<file path="src/rtl/lc3_intc_pkg.sv">
// Shared types and helpers for the LC-3 external interrupt controller.
// Imported by the controller top and its arbiter.
package lc3_intc_pkg;

    localparam int DEF_PRI_W = 3;
    localparam int DEF_VEC_W = 8;

    typedef enum logic [0:0] {
        IDLE,
        ASSERT
    } state_e;

    // Callers truncate the result to their vector width, which gives the modulo wrap.
    function automatic logic [31:0] vec_of(input logic [31:0] base, input logic [31:0] idx);
        return base + idx;
    endfunction

endpackage

</file>
<file path="src/rtl/lc3_intc_arb.sv">
// Combinational arbiter: picks the highest-priority eligible source.
// Ties resolve to the lowest source index.
module lc3_intc_arb #(
    parameter int NUM_SRC = 8,
    parameter int PRI_W   = 3,
    parameter int SEL_W   = (NUM_SRC > 1) ? $clog2(NUM_SRC) : 1
) (
    input  logic [NUM_SRC-1:0]            i_eligible,
    input  logic [NUM_SRC-1:0][PRI_W-1:0] i_pri,
    output logic                          o_valid,
    output logic [SEL_W-1:0]              o_winner
);

    logic [PRI_W-1:0] w_best_pri;

    always_comb begin
        o_valid    = 1'b0;
        o_winner   = '0;
        w_best_pri = '0;
        for (int i = 0; i < NUM_SRC; i++) begin
            // Strict compare while scanning upward keeps the lowest index on ties.
            if (i_eligible[i] && (!o_valid || (i_pri[i] > w_best_pri))) begin
                o_valid    = 1'b1;
                o_winner   = SEL_W'(i);
                w_best_pri = i_pri[i];
            end
        end
    end

endmodule

</file>
<file path="src/rtl/lc3_intc.sv">
// External interrupt controller driving the LC-3 IRQ/INTV/INTP inputs.
// Per-source enable/priority registers, edge or level sensing, arbitration and ack handshake.
module lc3_intc
    import lc3_intc_pkg::*;
#(
    parameter int                 NUM_SRC   = 8,
    parameter int                 PRI_W     = DEF_PRI_W,
    parameter int                 VEC_W     = DEF_VEC_W,
    parameter logic [VEC_W-1:0]   VEC_BASE  = VEC_W'('h80),
    parameter logic [NUM_SRC-1:0] EDGE_MASK = '1,
    localparam int                SEL_W     = (NUM_SRC > 1) ? $clog2(NUM_SRC) : 1
) (
    input  logic               clk,
    input  logic               rst,
    input  logic [NUM_SRC-1:0] src_irq,
    input  logic               cfg_we,
    input  logic [SEL_W-1:0]   cfg_sel,
    input  logic               cfg_en,
    input  logic [PRI_W-1:0]   cfg_pri,
    input  logic [PRI_W-1:0]   cpu_pri,
    input  logic               int_ack,
    output logic               IRQ,
    output logic [VEC_W-1:0]   INTV,
    output logic [PRI_W-1:0]   INTP,
    output logic [NUM_SRC-1:0] pending
);

    logic [NUM_SRC-1:0]            r_src_q;
    logic [NUM_SRC-1:0]            r_pending;
    logic [NUM_SRC-1:0]            r_en;
    logic [NUM_SRC-1:0][PRI_W-1:0] r_pri;
    state_e                        r_state;
    logic [SEL_W-1:0]              r_win;
    logic                          r_irq;
    logic [VEC_W-1:0]              r_intv;
    logic [PRI_W-1:0]              r_intp;

    logic [NUM_SRC-1:0] w_rise;
    logic [NUM_SRC-1:0] w_clr;
    logic [NUM_SRC-1:0] w_pending_d;
    logic [NUM_SRC-1:0] w_eligible;
    logic               w_valid;
    logic [SEL_W-1:0]   w_winner;
    logic [VEC_W-1:0]   w_vec;
    logic               w_win_elig;
    logic               w_retarget;
    logic               w_cfg_hit;

    assign w_rise    = src_irq & ~r_src_q;
    assign w_cfg_hit = cfg_we && (32'(cfg_sel) < 32'(NUM_SRC));

    // Only the presented winner is cleared, and only by an ack while it is presented.
    always_comb begin
        w_clr = '0;
        if ((r_state == ASSERT) && int_ack) begin
            w_clr[r_win] = 1'b1;
        end
    end

    always_comb begin
        w_pending_d = '0;
        w_eligible  = '0;
        for (int i = 0; i < NUM_SRC; i++) begin
            if (EDGE_MASK[i]) begin
                // A fresh rise beats a simultaneous ack so the new event is not lost.
                w_pending_d[i] = w_rise[i] | (r_pending[i] & ~w_clr[i]);
            end else begin
                w_pending_d[i] = src_irq[i];
            end
            w_eligible[i] = r_pending[i] & r_en[i] & (r_pri[i] > cpu_pri);
        end
    end

    lc3_intc_arb #(
        .NUM_SRC (NUM_SRC),
        .PRI_W   (PRI_W),
        .SEL_W   (SEL_W)
    ) u_arb (
        .i_eligible (w_eligible),
        .i_pri      (r_pri),
        .o_valid    (w_valid),
        .o_winner   (w_winner)
    );

    assign w_vec      = VEC_W'(vec_of(32'(VEC_BASE), 32'(w_winner)));
    assign w_win_elig = w_eligible[r_win];
    assign w_retarget = w_valid && (!w_win_elig || (r_pri[w_winner] > r_pri[r_win]));

    always_ff @(posedge clk or posedge rst) begin
        if (rst) begin
            r_src_q   <= '0;
            r_pending <= '0;
        end else begin
            r_src_q   <= src_irq;
            r_pending <= w_pending_d;
        end
    end

    always_ff @(posedge clk or posedge rst) begin
        if (rst) begin
            r_en  <= '0;
            r_pri <= '0;
        end else if (w_cfg_hit) begin
            r_en[cfg_sel]  <= cfg_en;
            r_pri[cfg_sel] <= cfg_pri;
        end
    end

    always_ff @(posedge clk or posedge rst) begin
        if (rst) begin
            r_state <= IDLE;
            r_irq   <= 1'b0;
            r_win   <= '0;
            r_intv  <= '0;
            r_intp  <= '0;
        end else begin
            unique case (r_state)
                IDLE: begin
                    if (w_valid) begin
                        r_win   <= w_winner;
                        r_intv  <= w_vec;
                        r_intp  <= r_pri[w_winner];
                        r_irq   <= 1'b1;
                        r_state <= ASSERT;
                    end
                end
                ASSERT: begin
                    if (int_ack) begin
                        r_irq   <= 1'b0;
                        r_state <= IDLE;
                    end else if (w_retarget) begin
                        r_win  <= w_winner;
                        r_intv <= w_vec;
                        r_intp <= r_pri[w_winner];
                    end else if (!w_win_elig) begin
                        r_irq   <= 1'b0;
                        r_state <= IDLE;
                    end
                end
            endcase
        end
    end

    assign IRQ     = r_irq;
    assign INTV    = r_intv;
    assign INTP    = r_intp;
    assign pending = r_pending;

endmodule

</file>
<file path="config.mk">
export PLATFORM = sky130hd
export DESIGN_NAME = lc3_intc
export DESIGN_NICKNAME = d
export VERILOG_FILES = /design/src/rtl/lc3_intc_pkg.sv /design/src/rtl/lc3_intc_arb.sv /design/src/rtl/lc3_intc.sv
export SDC_FILE = /design/constraint.sdc
export NUM_CORES = 1
export LEC_CHECK = 0
export ABC_AREA = 0
export BUFFER_PORTS_ARGS = -buffer_cell sky130_fd_sc_hd__buf_2
export CAP_MARGIN = 20
export CORE_ASPECT_RATIO = 2
export CORE_MARGIN = 2
export CORE_UTILIZATION = 30
export DETAILED_ROUTE_END_ITERATION = 10
export HOLD_SLACK_MARGIN = 0.1
export PLACE_DENSITY = 0.52
export SLEW_MARGIN = 10
export SYNTH_ARGS = -nofsm -noshare
export SYNTH_HDL_FRONTEND = slang
export SYNTH_SLANG_ARGS = --single-unit
</file>
<file path="constraint.sdc">
create_clock -name clk -period 12 [get_ports clk]
set_clock_uncertainty 0.2 [all_clocks]
set_input_delay 2.4 -clock clk [delete_from_list [all_inputs] [get_ports clk]]
set_output_delay 2.4 -clock clk [all_outputs]
set_load 0.05 [all_outputs]
</file>
==> impl_metrics.env <==
export IMPL_yosys_area_share_adder=0.141
export IMPL_final_cell_area_um2=5950
export IMPL_root_buffer="clkbuf_16"
export IMPL_dieArea_um2=15300
export IMPL_die_x_um=88.4
export IMPL_ant_nets=0
export IMPL_clkTransAtPathRegs_ns=0.05
export IMPL_worstPathMaxFanout=6
export IMPL_synth_xor_area_frac=0
export IMPL_place_gp_congestion=0.865
export IMPL_p_sw_uw=731
export IMPL_clock_path_buffers=2
export IMPL_grt_usage=0.197
export IMPL_slew_violations=0
export IMPL_drv_cap=0
export IMPL_syn_inst=420
export IMPL_peakVddDrop_uv=114
export IMPL_drt_first_pass_iters=4
export IMPL_antenna_found_initial=0
export IMPL_wire_per_inst_um=19.7
export IMPL_max_stage_delay_ns=0.37
export IMPL_grt_pass1_vias=4017
export IMPL_grt_max_degree=58
export IMPL_dp_hpwl_um=11500
export IMPL_coreArea_um2=13900
export IMPL_grt_pass1_wl_um=22300
export IMPL_first_iter_violations=147
export IMPL_pwr_share_clk=0.152
export IMPL_total_power_uw=1700
export IMPL_status="finished with violations"
export IMPL_critPathKind="in -> reg"
export IMPL_start_util=0.308
export IMPL_synth_compound_area_frac=0.200
export IMPL_synth_async_reset_ratio=1.00
export IMPL_worstPathArrival_ns=13.54
export IMPL_cp_start_kind="input port"
export IMPL_ioPinCount=42
export IMPL_totalWireLength_um=14400
export IMPL_ys_ff_latch=57
export IMPL_htreeDepth=3
export IMPL_dieHeight_um=173
export IMPL_worstPathRequired_ns=12.01
export IMPL_portBuffers=37
export IMPL_ys_seq_area_frac=0.334
export IMPL_period_share=1.13
export IMPL_vias=3833
export IMPL_crit_top_cell="a21oi_2"
export IMPL_hold_viol=0
export IMPL_place_area_um2=5190
export IMPL_layout_drive_gt1_share=0.467
export IMPL_synth_area_per_cell_um2=10.2
export IMPL_combPwrFrac=0.659
export IMPL_swShare=0.431
export IMPL_syn_area_um2=4270
export IMPL_power_density_nw_per_um2=285
export IMPL_yosys_mux_area_fraction=0.148
export IMPL_dp_cells=697
export IMPL_ys_types=63
export IMPL_p_seq_frac=0.190
export IMPL_clk_latency_ns=0.33
export IMPL_leakage_uw=0.00260
export IMPL_slew_headroom=0.346
export IMPL_syn_to_final_growth_pct=39.1
export IMPL_synth_edff_count=0
export IMPL_internal_power_uw=966
export IMPL_drcViolationCount=0
export IMPL_synthFlopType="dfrtp_1"
export IMPL_final_nets=607
export IMPL_violations="negative setup slack"
export IMPL_routed_via_density=5.24
export IMPL_crit_slowest_cell="a221o_1"
export IMPL_finalSetupViolations=7
export IMPL_grt_overflow=0
export IMPL_worstMarginPinSlew_ns=0.972
export IMPL_fillCellCount=1392
export IMPL_cts_num_sinks=57
export IMPL_finalWorstSetupSlack_ns=-1.53
export IMPL_fin_hold_ws_ns=0.214
export IMPL_fp_row_count=61
export IMPL_cts_tree="done"
export IMPL_hold_class="reg -> reg"
export IMPL_stdcell_count=731
export IMPL_synth_warnings=0
export IMPL_antenna_cells=0
export IMPL_max_freq_ghz=0.0739
export IMPL_endpoint_kind="flip-flop"
export IMPL_yosys_area_share_simple=0.128
export IMPL_fin_crit_ns=13.53
export IMPL_cts_buffers=9
export IMPL_rsz0062_at_grt="true"
export IMPL_synth_top_family_by_area="compound AO/OA/AOI/OAI gates"
[placed cells by master, fill, tap and decap left out, types with 4 or more instances in the layout]
master / netlist / routed
inv_2: 0 / 5
nand2_2: 1 / 4
nand3_1: 20 / 18
a21oi_1: 12 / 4
o21ai_0: 37 / 30
mux4_2: 8 / 8
ha_4: 0 / 11
conb_1: 1 / 4
inv_1: 35 / 29
o22ai_1: 5 / 5
mux2_4: 2 / 9
a21o_1: 7 / 7
nor2_1: 19 / 13
nor2_2: 0 / 5
o211ai_1: 4 / 4
clkbuf_16: 0 / 9
mux2i_1: 6 / 4
o21ai_2: 0 / 7
a21oi_2: 1 / 9
buf_4: 4 / 74
buf_6: 2 / 5
dfrtp_1: 57 / 57
mux2_2: 32 / 25
nand2_1: 24 / 21
buf_2: 3 / 36
nor2b_1: 10 / 7
a31oi_1: 5 / 4
o311a_1: 4 / 4
ha_1: 48 / 34
[cells by family (layout without fill, tap and decap cells)]
logic type / Yosys count / count (layout)
DFF: 57 / 57
other: 1 / 4
AOI/OAI and AO/OA: 118 / 118
adders and majority gates: 48 / 48
muxes: 48 / 48
buffers and inverters: 47 / 166
and+or+nand+nor: 101 / 101
[power by group through the flow]
stage	combinational (uW)	clock, uW	sequential [uW]
3_3_place_gp	890	0	320
5_1_grt	1210	269	329
3_5_place_dp	919	0	321
6_report	1120	257	322
2_1_floorplan	567	0	347
4_1_cts	1020	263	319
[state kept, by name (all words and copies together), names as in the netlist, 2 cells and up]
register,flops
INTV,2
r_en,8
pending,8
INTP,3
r_src_q,8
r_win,2
r_pri,24
[worst paths after layout]
path	from	end	slack [ns]	cells past startpoint
setup / recovery	cpu_pri[1]	INTP[0]$_DFFE_PP0P_	-1.53	67
hold / removal	r_src_q[1]$_DFF_PP0_	pending[1]$_DFF_PP0_	0.21	1
setup reg to reg	r_pri[1]$_DFFE_PP0P_	INTP[0]$_DFFE_PP0P_	0.39	65
hold reg to reg	r_src_q[1]$_DFF_PP0_	pending[1]$_DFF_PP0_	0.21	1
max in group asynchronous	rst	r_pri[2]$_DFFE_PP0P_	9.01	3
min in group asynchronous	rst	r_src_q[6]$_DFF_PP0_	2.07	3
[cells in the mapped netlist (3+ instances only)]
cell / number / area [um2]
nor3_1: 4 / 20.0
buf_2: 3 / 15.0
o22ai_1: 5 / 31.3
nand3_1: 20 / 100
a21o_1: 7 / 52.6
nor2_1: 19 / 71.3
o211ai_1: 4 / 30.0
buf_4: 4 / 30.0
o311a_1: 4 / 40.0
nor2b_1: 10 / 62.6
o21ai_0: 37 / 185
mux2i_1: 6 / 60.1
ha_1: 48 / 601
nand2_1: 24 / 90.1
a21oi_1: 12 / 60.1
inv_1: 35 / 131
clkbuf_1: 3 / 11.3
mux4_2: 8 / 180
o31ai_1: 5 / 37.5
a31oi_1: 5 / 31.3
o21ai_1: 3 / 15.0
nand4b_1: 3 / 26.3
a211oi_1: 3 / 22.5
nand2b_1: 3 / 18.8
and2_1: 4 / 25.0
mux2_2: 32 / 360
dfrtp_1: 57 / 1430
o21a_1: 5 / 37.5
[final cells by class]
type / count / area [um2] / share of cell area
flip-flops and latches: 57 / 1430 / 0.240
inverters: 35 / 135 / 0.0227
repair buffers: 115 / 792 / 0.133
clock buffers: 10 / 229 / 0.0385
clock inverters: 6 / 67.6 / 0.0114
multi-input cells: 319 / 3060 / 0.515
well taps: 189 / 236 / 0.0398
[timing repair]
item                       4_1_cts  5_1_grt
setup buffers                   13        5
gates resized for setup         35       34
pin swaps                       36       31
setup endpoints to repair        7        7
hold buffers                     0        0
[through the flow]
| stage | worst slack (ns) | utilization | TNS [ns] |
|---|---|---|---|
| after floorplan | -1.52 | - | -9.09 |
| after global placement | -2.13 | 0.374 | -14.24 |
| after detailed placement | -2.45 | 0.374 | -16.49 |
| after CTS | -1.63 | 0.414 | -10.71 |
| after global routing | -2.13 | 0.428 | -14.24 |
| final | -1.53 | 0.428 | -9.96 |
[worst max-delay path: cells and delay by family]
family | cells | cell delay, ns
buf+inv | 6 | 0.55
mux | 3 | 0.94
compound gates | 34 | 5.56
fa+ha+maj | 9 | 2.17
simple gates | 15 | 1.94
[metal layers]
layer  vias to the layer above  wire length [um]  part of all wire  GRT usage
li1                       1811                 -                 -          -
met1                      1866              4760              0.33      0.196
met2                       103              7830              0.54      0.352
met3                        53               474             0.033     0.0320
met4                         0              1310             0.091      0.140
met5                         -                 0                 0          0
Note: power is estimated with default switching activity, not from simulation.
